## src/rtl/issue_age_tracker.sv

```systemverilog
// ============================================================================
// Module   : issue_age_tracker
// Brief    : Issue-queue entry tracker with saturating per-entry ages and
//            wakeup/select handling. Define ISSUE_AGE_TRACKER_ERROR_CHECK_EN
//            to add a sticky protocol error output (error_out).
// Revision : 1.0 - initial release
// ============================================================================
`default_nettype none

module issue_age_tracker #(
    parameter int NUM_ENTRIES                  = 8,
    parameter int ENTRY_PTR_SIZE_IN_BITS       = 3,
    parameter int SINGLE_ELEMENT_WIDTH_IN_BITS = 3
) (
    input  logic                                                clk_in,
    input  logic                                                reset_in,
    input  logic                                                flush_in,
    input  logic                                                alloc_valid_in,
    output logic                                                alloc_ready_out,
    output logic [ENTRY_PTR_SIZE_IN_BITS-1:0]                   alloc_ptr_out,
    input  logic [NUM_ENTRIES-1:0]                              wakeup_in,
    input  logic                                                select_valid_in,
    input  logic [ENTRY_PTR_SIZE_IN_BITS-1:0]                   select_ptr_in,
    output logic [NUM_ENTRIES-1:0]                              condition_out,
    output logic [SINGLE_ELEMENT_WIDTH_IN_BITS*NUM_ENTRIES-1:0] elements_out,
    output logic [ENTRY_PTR_SIZE_IN_BITS:0]                     occupancy_out
`ifdef ISSUE_AGE_TRACKER_ERROR_CHECK_EN
    ,
    output logic                                                error_out
`endif
);

    localparam int                          c_W          = SINGLE_ELEMENT_WIDTH_IN_BITS;
    localparam int                          c_P          = ENTRY_PTR_SIZE_IN_BITS;
    localparam logic [c_P:0]                c_FULL_COUNT = (c_P+1)'(NUM_ENTRIES);
    localparam logic [c_W-1:0]              c_AGE_MAX    = {c_W{1'b1}};

    logic [NUM_ENTRIES-1:0]     r_valid;
    logic [NUM_ENTRIES-1:0]     r_woken;
    logic [NUM_ENTRIES-1:0]     r_cond;
    logic [c_W*NUM_ENTRIES-1:0] r_age;
    logic [c_P:0]               r_occ;

    logic [NUM_ENTRIES-1:0]     w_valid_nxt;
    logic [NUM_ENTRIES-1:0]     w_woken_nxt;
    logic [c_W*NUM_ENTRIES-1:0] w_age_nxt;
    logic [c_P:0]               w_occ_nxt;
    logic [c_P-1:0]             w_alloc_ptr;
    logic                       w_alloc_ready;
    logic                       w_alloc_fire;
    logic                       w_sel_hit;
    logic                       w_sel_fire;

    // Lowest-index free entry; scanning downward lets the lowest win.
    always_comb begin
        w_alloc_ptr = '0;
        for (int i = NUM_ENTRIES-1; i >= 0; i--) begin
            if (!r_valid[i]) begin
                w_alloc_ptr = c_P'(i);
            end
        end
    end

    assign w_alloc_ready = (r_occ != c_FULL_COUNT);
    assign w_alloc_fire  = alloc_valid_in & w_alloc_ready;
    assign w_sel_hit     = r_valid[select_ptr_in] & r_woken[select_ptr_in];
    assign w_sel_fire    = select_valid_in & w_sel_hit;

    // A freed entry cannot also be the alloc target: alloc_ptr only names invalid entries.
    always_comb begin
        w_valid_nxt = r_valid;
        w_woken_nxt = r_woken;
        w_age_nxt   = r_age;
        for (int i = 0; i < NUM_ENTRIES; i++) begin
            if (w_sel_fire && (select_ptr_in == c_P'(i))) begin
                w_valid_nxt[i]            = 1'b0;
                w_woken_nxt[i]            = 1'b0;
                w_age_nxt[i*c_W +: c_W]   = '0;
            end else if (w_alloc_fire && (w_alloc_ptr == c_P'(i))) begin
                w_valid_nxt[i]            = 1'b1;
                w_woken_nxt[i]            = 1'b0;
                w_age_nxt[i*c_W +: c_W]   = '0;
            end else if (r_valid[i]) begin
                if (wakeup_in[i]) begin
                    w_woken_nxt[i] = 1'b1;
                end
                if (r_age[i*c_W +: c_W] != c_AGE_MAX) begin
                    w_age_nxt[i*c_W +: c_W] = r_age[i*c_W +: c_W] + c_W'(1);
                end
            end
        end
    end

    always_comb begin
        w_occ_nxt = r_occ;
        case ({w_alloc_fire, w_sel_fire})
            2'b10:   w_occ_nxt = r_occ + (c_P+1)'(1);
            2'b01:   w_occ_nxt = r_occ - (c_P+1)'(1);
            default: w_occ_nxt = r_occ;
        endcase
    end

    always_ff @(posedge clk_in or posedge reset_in) begin
        if (reset_in) begin
            r_valid <= '0;
            r_woken <= '0;
            r_cond  <= '0;
            r_age   <= '0;
            r_occ   <= '0;
        end else if (flush_in) begin
            r_valid <= '0;
            r_woken <= '0;
            r_cond  <= '0;
            r_age   <= '0;
            r_occ   <= '0;
        end else begin
            r_valid <= w_valid_nxt;
            r_woken <= w_woken_nxt;
            r_cond  <= w_valid_nxt & w_woken_nxt;
            r_age   <= w_age_nxt;
            r_occ   <= w_occ_nxt;
        end
    end

`ifdef ISSUE_AGE_TRACKER_ERROR_CHECK_EN
    logic r_error;

    // Sticky until reset; flush deliberately leaves it set.
    always_ff @(posedge clk_in or posedge reset_in) begin
        if (reset_in) begin
            r_error <= 1'b0;
        end else if ((alloc_valid_in && !w_alloc_ready) ||
                     (select_valid_in && !w_sel_hit)) begin
            r_error <= 1'b1;
        end
    end

    assign error_out = r_error;
`else
    // No error tracking in this build.
`endif

    assign alloc_ready_out = w_alloc_ready;
    assign alloc_ptr_out   = w_alloc_ptr;
    assign condition_out   = r_cond;
    assign elements_out    = r_age;
    assign occupancy_out   = r_occ;

endmodule

`default_nettype wire

```

## config.mk

```make
export PLATFORM = sky130hd
export DESIGN_NAME = issue_age_tracker
export DESIGN_NICKNAME = d
export VERILOG_FILES = /design/src/rtl/issue_age_tracker.sv
export SDC_FILE = /design/constraint.sdc
export NUM_CORES = 1
export LEC_CHECK = 0
export CAP_MARGIN = 20
export CORE_ASPECT_RATIO = 0.75
export CORE_MARGIN = 8
export CORE_UTILIZATION = 55
export CTS_CLUSTER_DIAMETER = 120
export DETAILED_ROUTE_END_ITERATION = 12
export HOLD_SLACK_MARGIN = 0.06
export PLACE_DENSITY = 0.95
export SETUP_SLACK_MARGIN = 0.5
export SLEW_MARGIN = 10
export SYNTH_ARGS = -nofsm -noshare
export SYNTH_HDL_FRONTEND = slang
export SYNTH_SLANG_ARGS = --single-unit
```

## constraint.sdc

```tcl
create_clock -name clk_in -period 7 [get_ports clk_in]
set_clock_uncertainty 0.15 [all_clocks]
set_input_delay 1.4 -clock clk_in [delete_from_list [all_inputs] [get_ports clk_in]]
set_output_delay 1.4 -clock clk_in [all_outputs]
set_load 0.05 [all_outputs]
```

Word-level counts from Yosys, hierarchy flattened
Cells that the tools add are included.
{ "word_totals": {"ff_bits": 52, "input_bits": 16, "word_cells": 193, "output_inout_bits": 40} }
{ "classes": {"bitwise_logic": 4, "n_eq_ne": 25, "add_sub_neg": 10, "magnitude_cmp": 1, "reduce_logical": 43, "mux": 98} }
{ "ops": {"columns": ["op", "n"], "rows": [
  ["$mux W3", 40],
  ["$reduce_bool A4 Y1", 16],
  ["$mux W1", 50],
  ["$add A3 B1 Y3 const B", 8],
  ["$eq A3 B3 Y1 const B", 8],
  ["$mux W24", 1],
  ["$mux W8", 3],
  ["$ne A3 B3 Y1 const B", 8],
  ["$logic_and A1 B1 Y1", 16],
  ["$reduce_and A2 Y1", 8],
  ["$eq A3 B2 Y1 const B", 4],
  ["$and A8 B8 Y8", 1],
  ["$pmux W4 S2", 1],
  ["$bmux W1 S3", 2],
  ["$eq A3 B1 Y1 const B", 2],
  ["$logic_not A3 Y1", 2],
  ["$add A4 B1 Y4 const B", 1],
  ["$lt A3 B4 Y1 const B", 1],
  ["$mux W4", 1],
  ["$ne A4 B4 Y1 const B", 1],
  ["$sub A4 B1 Y4 const B", 1],
  ["$and A1 B1 Y1", 3],
  ["$reduce_bool A3 Y1", 1],
  ["$eq A2 B1 Y1 const B", 1],
  ["$eq A2 B2 Y1 const B", 1]
]} }

Depth between registers and ports, before layout
Gate-level depths: netlist (run 1).
{ "depth": {"word_depth": 14, "ltp_mapped": 11} }

Worst setup path before layout (run 1)
Ideal clock, no wire load.
{ "synth_path": {"path_type": "register to output", "startpoint": "register r_valid[7]", "endpoint": "output port alloc_ptr_out[0]", "t_arrival_ps": 2127, "slack_ps": 3323, "stages_incl_launch_ff": 5, "path_buffers": 0, "path_cell_list": "dfrtp_1 > nand2b_1 > a21boi_0 > o21ai_0 > a21boi_0"} }
{ "synth_between": {"elab_chain_cells": 8} }
{ "synth_lines": {"columns": ["item", "line", "rtl"], "rows": [
  ["from (decl)", "38", "logic [NUM_ENTRIES-1:0] r_valid;"],
  ["from (signal assigned)", "117", "r_valid <= w_valid_nxt;"],
  ["$mux W3 (8 in series)", "58", "if (!r_valid[i]) begin"],
  ["to (decl)", "20", "output logic [ENTRY_PTR_SIZE_IN_BITS-1:0] alloc_ptr_out,"]
]} }
No other way between the ends.

Final worst setup path (run 1)
{ "layout_path": {"startpoint": "input port select_ptr_in[1]", "endpoint": "register r_occ[3] (netlist: occupancy_out[3])"} }
{ "layout_between": {"elab_chain_cells": 7, "word_cells_on_any_way": 11, "cone_classes": "2 x eq/ne; 6 x mux; 2 x bitwise; 1 x reduce/logical"} }
{ "layout_lines": {"columns": ["item", "line", "rtl"], "rows": [
  ["from (decl)", "23", "input logic [ENTRY_PTR_SIZE_IN_BITS-1:0] select_ptr_in,"],
  ["$bmux W1 S3", "66", "assign w_sel_hit = r_valid[select_ptr_in] & r_woken[select_ptr_in];"],
  ["$mux W1 (implied by the code)", "66", null],
  ["$and A1 B1 Y1 *", "66", null],
  ["$and A1 B1 Y1 *", "67", "assign w_sel_fire = select_valid_in & w_sel_hit;"],
  ["$eq A2 B1 Y1 or $eq A2 B2 Y1 (tied branches)", "96", "case ({w_alloc_fire, w_sel_fire})"],
  ["$pmux W4 S2", "96", null],
  ["$mux W4", "110", "end else if (flush_in) begin"],
  ["to (signal assigned)", "121", "r_occ <= w_occ_nxt;"],
  ["to (decl)", "42", "logic [c_P:0] r_occ;"]
]} }
Every way passes the cells marked *; elsewhere a longest branch is shown, timed or not. The select of a mux whose other input is x is not followed.
A chain may end at the register's enable or synchronous reset.

==> results of run 1 <==
[synthesized netlist by cell type (all sizes together) (3+ instances only)]
cell / count
clkbuf: 6
xor2: 5
a221o: 5
nand2: 15
and2: 3
mux2i: 15
a21oi: 18
nor2: 46
nor3b: 3
nor2b: 3
ha: 18
a211oi: 8
dfrtp: 52
inv: 5
xnor2: 3
nor3: 4
o21ai: 11
nand2b: 10
[cell families (layout without fill, tap and decap cells)]
group / count (synthesis) / in the layout / synth area share
and+or+nand+nor: 95 / 95 / 0.1665
AOI/OAI and AO/OA: 57 / 57 / 0.1374
DFF: 52 / 52 / 0.4732
adders and majority gates: 19 / 19 / 0.08917
muxes: 19 / 19 / 0.07916
buffers and inverters: 13 / 69 / 0.02093
xor gates and xnor gates: 9 / 9 / 0.03367
[worst max-delay path, cell delays in order]
cell and delay [ps]:
clkdlybuf4s50_1 600, mux4_2 560, o22ai_2 430, and2_1 270
ha_1 250, a21o_1 170, a21oi_1 250, nor4b_1 240
o21ai_0 120, nand2b_1 90
[registers in the layout, summed over array words and instances (netlist names)]
name           cells
condition_out      8
occupancy_out      4
r_valid            8
r_woken            8
elements_out      24
[worst paths after layout]
path | slack, ps | cells past startpoint | to
max | 2700 | 10 | occupancy_out[3]$_DFFE_PP0P_
min | 370 | 2 | r_woken[1]$_DFF_PP0_
max reg2reg | 3820 | 10 | occupancy_out[3]$_DFFE_PP0P_
min reg2reg | 370 | 2 | r_woken[1]$_DFF_PP0_
max in group asynchronous | 5020 | 3 | elements_out[23]$_DFFE_PP0P_
min in group asynchronous | 1190 | 2 | condition_out[2]$_DFF_PP0_
[power by group]
| group | switching [mW] | total (mW) | internal (mW) |
|---|---|---|---|
| Combinational | 0.0400 | 0.0667 | 0.0267 |
| Sequential | 0.00636 | 0.311 | 0.304 |
| Clock | 0.0935 | 0.174 | 0.0808 |
[layout by cell type, fill, tap and decap left out, drive strengths merged, types with 2 or more instances in the layout]
| cell type | synthesis | final |
|---|---|---|
| mux2i | 15 | 15 |
| ha | 18 | 18 |
| a211oi | 8 | 8 |
| o21ai | 11 | 11 |
| dfrtp | 52 | 52 |
| nor2b | 3 | 3 |
| a21boi | 2 | 2 |
| nand3 | 2 | 2 |
| a21oi | 18 | 18 |
| nand2b | 10 | 10 |
| mux4 | 2 | 2 |
| xor2 | 5 | 5 |
| xnor2 | 3 | 3 |
| mux2 | 2 | 2 |
| nor2 | 46 | 46 |
| and2 | 3 | 3 |
| clkbuf | 6 | 8 |
| a21o | 2 | 2 |
| nand4 | 2 | 2 |
| nand2 | 15 | 15 |
| inv | 5 | 5 |
| nor3b | 3 | 3 |
| or4b | 2 | 2 |
| a221o | 5 | 5 |
| a211o | 2 | 2 |
| clkdlybuf4s50 | 0 | 55 |
| nor3 | 4 | 4 |
[metal layers]
metal / vias up / part of all wire / wire length, um / GRT usage
li1: 1056 / - / - / -
met1: 1083 / 0.42 / 2709 / 0.2101
met2: 83 / 0.49 / 3159 / 0.2855
met3: 7 / 0.080 / 512 / 0.05103
met4: 0 / 0.0092 / 59 / 0.05279
met5: - / 0 / 0 / 0
[cell type report]
cell class / instances / area (um2)
repair buffers: 56 / 570.5
well taps: 60 / 75.07
inverters: 5 / 18.77
flip-flops and latches: 52 / 1301
clock buffers: 8 / 90.09
fillers: 371 / 1398
multi-input cells: 199 / 1391
==> impl_metrics.toml, run 1 <==
[sta]
finalHoldViolCount = 0
worst_pin_slew_ps = 987.3
min_period_over_period = 0.6138
slew_viol_final = 0
setup_viol_count_final = 0
fmax_mhz = 232.7
timing.final.ws_setup_ps = 2703
finalCriticalPeriod_ps = 4297
maxSlewHeadroom = 0.3397
rsz0062_at_grt = "no"
holdWs_ps = 370.5
setup_tns_ps = 0

[synthesis]
ys.flop_type = "dfrtp_1"
yosysTopAreaCell = "dfrtp_1"
async_reset_ff_frac = 1.000
synth.area.top_cells = "dfrtp_1 (47%), ha_1 (8.2%), nor2_1 (6.3%)"
synth_edf_count = 0
syn_avg_cell_area_um2 = 10.42
syn_area_um2 = 2750
ys_seq_elements = 52
synth_top_area_share = 0.4732
ys_seq_area_frac = 0.4732
ys_types = 45
yosysWarnings = 0
syn_inst = 264
syn-num-nets = 299

[drt]
drt_iter0_drc = 171
dr.pass1.iters = 5
ant_nets = 0
wirelength_um = 6440
via_count = 2229
drc = 0
via_per_inst = 5.866
wl_per_cell_um = 16.95

[cts]
ctsHoldBuffers = 0
cts_setup_buffers = 0
cts_tree = "yes"
ctsHtreeMaxLevel = 2
root_buffer = "clkbuf_8"
clock_latency_ps = 300
cts.sinks = 52
cts_buffers = 5
clk_pin_slew_ps = 90
cts_buffer_depth = 2
cts_resized = 0

[global_routing]
grt-ovfl-total = 0
grt_max_degree = 53
grt_pass1_vias = 2256
track_usage = 0.1720
grt_first_pass_wirelength_um = 10940
antenna_found_initial = 0

[die]
die_w_um = 97.65
fp.coreArea_um2 = 4845
initial_core_util = 0.5677
row_count = 22
die_y_um = 77.24
die_area_um2 = 7542
ioPinCount = 56

[layout]
area_delta_synth_final_pct = 25.34
diodes = 0
drive_gt1_frac = 0.04688
fin_area_um2 = 3447
final-instance-count-excl-fill = 380
layout.nets = 354
post-route-util = 0.7115

[status]
status = "completed"

[setup_path]
reg2reg_from = "r_valid[5]$_DFF_PP0_"
critPathCaptureType = "flop"
cp-start-kind = "input port"
crit_required_ps = 7090
critPathLaunch = "select_ptr_in[1]"
cp.arrival_ps = 4390
worstSetupPathType = "input port to flop"
cp_max_fo = 10

[power]
p_per_area_nw_per_um2 = 160.1
leakagePower_nw = 1.585
total_power_mw = 0.5518
ir_worst_vdd_v = 0.0001146

[placed_design]
dp_cells = 371
place_ws_ps = 2390
port_buffers = 55
place_congestion = 0.8466
placed_area_um2 = 3337
hpwl_um = 4847

[worst_hold_path]
hold_start = "r_woken[1]$_DFF_PP0_"
hold_path.class = "flop to flop"

[job]
drv_cap = 0
Power figures use the tool's default switching activity.
==> run 2: changes to the inputs <==
Settings changed: CORE_UTILIZATION 55 to 51, PLACE_DENSITY 0.95 to 0.9.
Clock period 7 ns to 4.1 ns, I/O delays scaled along.
==> run 2 against run 1 <==
Against the previous run: combinational power increased by 72%; routed wire length is 0.50% lower; critical path depth shrank 5; setup slack lost 1900 ps; via count is 0.22% lower; global-route usage shrank 0.71 points; clock power grew 100%; first-iteration DRC count decreased by 4.7%; utilization down 4.7 points; highest routed layer unchanged.
==> impl_metrics.toml, run 2 (synthesized netlist as in run 1, its figures left out) <==
[setup_path]
reg2reg_setup_slack_ps = 1090
cp_max_fo = 8
cp.arrival_ps = 2350
reg2reg_from = "occupancy_out[0]$_DFFE_PP0P_"
cp-start-kind = "flop"
worstSetupPathType = "flop to primary output"
crit_required_ps = 3130
r2r-end = "occupancy_out[3]$_DFFE_PP0P_"
reg2reg_depth = 9
critPathCaptureType = "primary output"

[power]
internal_power_mw = 0.7466
leakagePower_nw = 1.617
p_sw_mw = 0.2478
ir_worst_vdd_v = 0.0001704
clkPwrFrac = 0.350
p_per_area_nw_per_um2 = 284.1
seq_power_share = 0.534
combPwrFrac = 0.116
p_sw_frac = 0.2492

[layout]
fillCellCount = 417
fin_area_um2 = 3500
final_common_cell = "clkdlybuf4s50_1"
drive_gt1_frac = 0.05590
area_delta_synth_final_pct = 27.25
largest_reg_flops = 24
diodes = 0
final_cell_mix = "clkdlybuf4s50_1 (53), dfrtp_1 (52), nor2_1 (46)"
post-route-util = 0.6645
layout.nets = 356

[sta]
holdWs_ps = 387.2
fmax_mhz = 301.1
setup_tns_ps = 0
finalCriticalPeriod_ps = 3321
min_period_over_period = 0.8101
worst_pin_slew_ps = 609.5
slew_viol_final = 0
finalHoldViolCount = 0
timing.final.ws_setup_ps = 778.7
maxSlewHeadroom = 0.5894
rsz0062_at_grt = "no"
setup_viol_count_final = 0

[cts]
root_buffer = "clkbuf_8"
cts_buffers = 5
clk_pin_slew_ps = 90
cts_buffer_depth = 2
ctsHtreeMaxLevel = 2
cts_setup_buffers = 0
ctsHoldBuffers = 0
cts.sinks = 52
clock_latency_ps = 310
cts_tree = "yes"

[global_routing]
grt_pass1_vias = 2221
antenna_found_initial = 0
grt-ovfl-total = 0
grt_max_degree = 53
track_usage = 0.1649
grt_first_pass_wirelength_um = 10570

[worst_hold_path]
holdPathStages = 2
hold_start = "r_woken[5]$_DFF_PP0_"
hold_path.class = "flop to flop"
min_to = "r_woken[5]$_DFF_PP0_"

[drt]
drc = 0
via_count = 2224
drt_iter0_drc = 163
wl_per_cell_um = 16.14
via_per_inst = 5.602
wirelength_um = 6408
ant_nets = 0
dr.pass1.iters = 4

[die]
die_area_um2 = 8023
die_y_um = 79.60
initial_core_util = 0.5222
fp.coreArea_um2 = 5266
row_count = 23
ioPinCount = 56
die_w_um = 100.8

[placed_design]
placed_area_um2 = 3371
hpwl_um = 4872
port_buffers = 55
place_congestion = 0.8845
place_ws_ps = 334.1

[job]
drv_cap = 0

[status]
status = "completed"
## run 2: worst max-delay path: stages (launching register included)
cell and delay (ps):
dfrtp_1 480, nand2b_1 180, a21boi_0 230, o21ai_0 260
a21boi_0 320, dlygate4sd2_1 570
## run 2: metal layers
layer	share of wire	wire [um]	vias to the layer above	GRT usage
li1	-	-	1067	-
met1	0.45	2886	1081	0.2039
met2	0.47	2990	67	0.2724
met3	0.071	455	9	0.04791
met4	0.012	76	0	0.05113
met5	0	0	-	0
## run 2: how the worst max path moves through the flow
stage / startpoint / end / slack, ps
6_report: r_valid[7]$_DFF_PP0_ / alloc_ptr_out[0] / 780
5_1_grt: r_valid[7]$_DFF_PP0_ / alloc_ptr_out[0] / 610
4_1_cts: select_ptr_in[1] / occupancy_out[3]$_DFFE_PP0P_ / 670
3_3_place_gp: select_ptr_in[1] / occupancy_out[3]$_DFFE_PP0P_ / 480
3_5_place_dp: select_ptr_in[1] / occupancy_out[3]$_DFFE_PP0P_ / 330
2_1_floorplan: r_valid[7]$_DFF_PP0_ / alloc_ptr_out[0] / 1000
## run 2: power groups by stage
stage | logic, mW | registers [mW] | clock network (mW)
after floorplan | 0.0564 | 0.554 | 0
after global placement | 0.110 | 0.540 | 0
after detailed placement | 0.114 | 0.541 | 0
after CTS | 0.114 | 0.531 | 0.353
after global routing | 0.126 | 0.533 | 0.371
final | 0.115 | 0.531 | 0.348
## run 2: area by class of cell
| class | count | area, um2 | share of cell area |
|---|---|---|---|
| inverter | 5 | 18.77 | 0.005363 |
| tap | 75 | 93.84 | 0.02681 |
| multi-input combinational | 199 | 1391 | 0.3976 |
| timing repair buffer | 58 | 586.8 | 0.1677 |
| clock buffer | 6 | 72.57 | 0.02074 |
| sequential | 52 | 1301 | 0.3718 |
| clock inverter | 2 | 35.03 | 0.01001 |
## run 2: stage by stage
stage | power, mW | std cells
global placement | 0.6506 | 388
CTS | 0.9980 | 396
global route | 1.029 | 397
finish | 0.9943 | 397
floorplan | 0.6100 | 264
detailed placement | 0.6548 | 388
## run 2: timing repair
action,4_1_cts,5_1_grt
endpoints found under the setup margin,1,1
gates resized for setup,1,1
pin swaps,0,0
==> run 3: changes to the inputs <==
Clock period 4.1 ns to 3.35 ns, I/O delays scaled along.
==> run 3 against run 2 <==
Against the previous run: routed wire length up 3.3%; non-clock buffer count rose by 14; cell count up 3.5%; final area increased by 3.3%; global-route usage up 0.62 points; die area unchanged; utilization up 2.2 points; critical path type unchanged; critical endpoint unchanged.
==> impl_metrics.toml, run 3 (synthesized netlist as in run 1, its figures left out) <==
[global_routing]
grt-ovfl-total = 0
grt_max_degree = 32
grt_pass1_vias = 2277
grt_first_pass_wirelength_um = 10990
antenna_found_initial = 0
track_usage = 0.1711

[sta]
finalHoldViolCount = 0
worst_pin_slew_ps = 665.2
fmax_mhz = 368.2
maxSlewHeadroom = 0.5559
setup_viol_count_final = 0
setup_tns_ps = 0
min_period_over_period = 0.8107
rsz0062_at_grt = "yes"
holdWs_ps = 382.7
slew_viol_final = 0
finalCriticalPeriod_ps = 2716

[die]
initial_core_util = 0.5222
ioPinCount = 56
die_area_um2 = 8023
row_count = 23
die_y_um = 79.60
die_w_um = 100.8
fp.coreArea_um2 = 5266

[placed_design]
port_buffers = 55
place_congestion = 0.8740
hpwl_um = 4950

[layout]
area_delta_synth_final_pct = 31.48
largest_reg_flops = 24
post-route-util = 0.6866
final_cell_mix = "clkdlybuf4s50_1 (49), nor2_1 (46), dfrtp_1 (40)"
drive_gt1_frac = 0.1458
layout.nets = 370
final_common_cell = "clkdlybuf4s50_1"
diodes = 0

[job]
drv_cap = 0

[setup_path]
cp.arrival_ps = 1900
cp_max_fo = 6
reg2reg_depth = 10
worstSetupPathType = "flop to primary output"
crit_required_ps = 2530
critPathCaptureType = "primary output"
cp-start-kind = "flop"

[cts]
ctsHtreeMaxLevel = 2
cts_tree = "yes"
root_buffer = "clkbuf_8"
cts.sinks = 52
clk_pin_slew_ps = 90
cts_buffer_depth = 2
cts_buffers = 5
clock_latency_ps = 310

[worst_hold_path]
hold_path.class = "flop to flop"
holdPathStages = 2

[drt]
dr.pass1.iters = 4
via_count = 2265
drt_iter0_drc = 163
ant_nets = 0
drc = 0
via_per_inst = 5.511
wirelength_um = 6619
wl_per_cell_um = 16.10

[power]
ir_worst_vdd_v = 0.0001896
leakagePower_nw = 1.677
p_per_area_nw_per_um2 = 337.4

[status]
status = "completed"
-- run 3: cell count changes in the layout (fill, tap and decap cells not counted), moves of 3 or more --
cell / delta
dfrtp_1: -12
clkdlybuf4s50_1: -4
buf_4: +14
dfrtp_2: +12
dlygate4sd2_1: +3
-- run 3: worst max-delay path, stage by stage (launching register included) --
cell	delay, ps
dfrtp_2	460
nand2b_1	150
a21boi_0	290
o21ai_1	200
a21boi_1	210
buf_2	290
-- run 3: timing repair --
action	CTS	global route
gates resized for setup	10	14
endpoints found under the setup margin	7	3
buffers inserted	0	9
pin swaps	0	1
hold buffers	0	0
-- run 3: area by class of cell --
cell class / instances / area [um2]
Timing Repair Buffer: 72 / 675.6
Fill cell: 392 / 1650
Sequential cell: 52 / 1316
Clock buffer: 6 / 72.57
Multi-Input combinational cell: 199 / 1404
Clock inverter: 2 / 35.03
Inverter: 5 / 18.77
Tap cell: 75 / 93.84
-- run 3: where the power goes --
group          switching [mW]  leakage (nW)  internal (mW)  total [mW]
registers              0.0117         0.702          0.637       0.649
logic                  0.0887         0.920         0.0594       0.148
clock network           0.202        0.0552          0.222       0.423
-- run 3: worst paths after layout --
path	from	to	slack [ps]
worst max-delay path	r_valid[7]$_DFF_PP0_	alloc_ptr_out[0]	630
worst min-delay path	r_woken[1]$_DFF_PP0_	r_woken[1]$_DFF_PP0_	380
worst max register to register	r_valid[3]$_DFF_PP0_	occupancy_out[1]$_DFFE_PP0P_	720
worst min register to register	r_woken[1]$_DFF_PP0_	r_woken[1]$_DFF_PP0_	380
max in group asynchronous	reset_in	r_valid[5]$_DFF_PP0_	1860
min in group asynchronous	reset_in	elements_out[10]$_DFFE_PP0P_	620
-- run 3: metrics by stage --
| stage | power [mW] | cells | cell area, um2 | setup WS, ps |
|---|---|---|---|---|
| floorplan | 0.7474 | 264 | 2760 | 406.1 |
| detailed placement | 0.8069 | 394 | 3438 | -148.3 |
| CTS | 1.227 | 402 | 3546 | 365.0 |
| finish | 1.220 | 411 | 3616 | 634.0 |
| global placement | 0.8020 | 394 | 3438 | -13.15 |
| global route | 1.269 | 411 | 3616 | 487.4 |
-- run 3: metal layers --
layer / GRT usage / wire (um) / vias up
li1: - / - / 1084
met1: 0.2134 / 3028 / 1118
met2: 0.2823 / 3125 / 55
met3: 0.04617 / 394 / 8
met4: 0.05414 / 71 / 0
met5: 0 / 0 / -
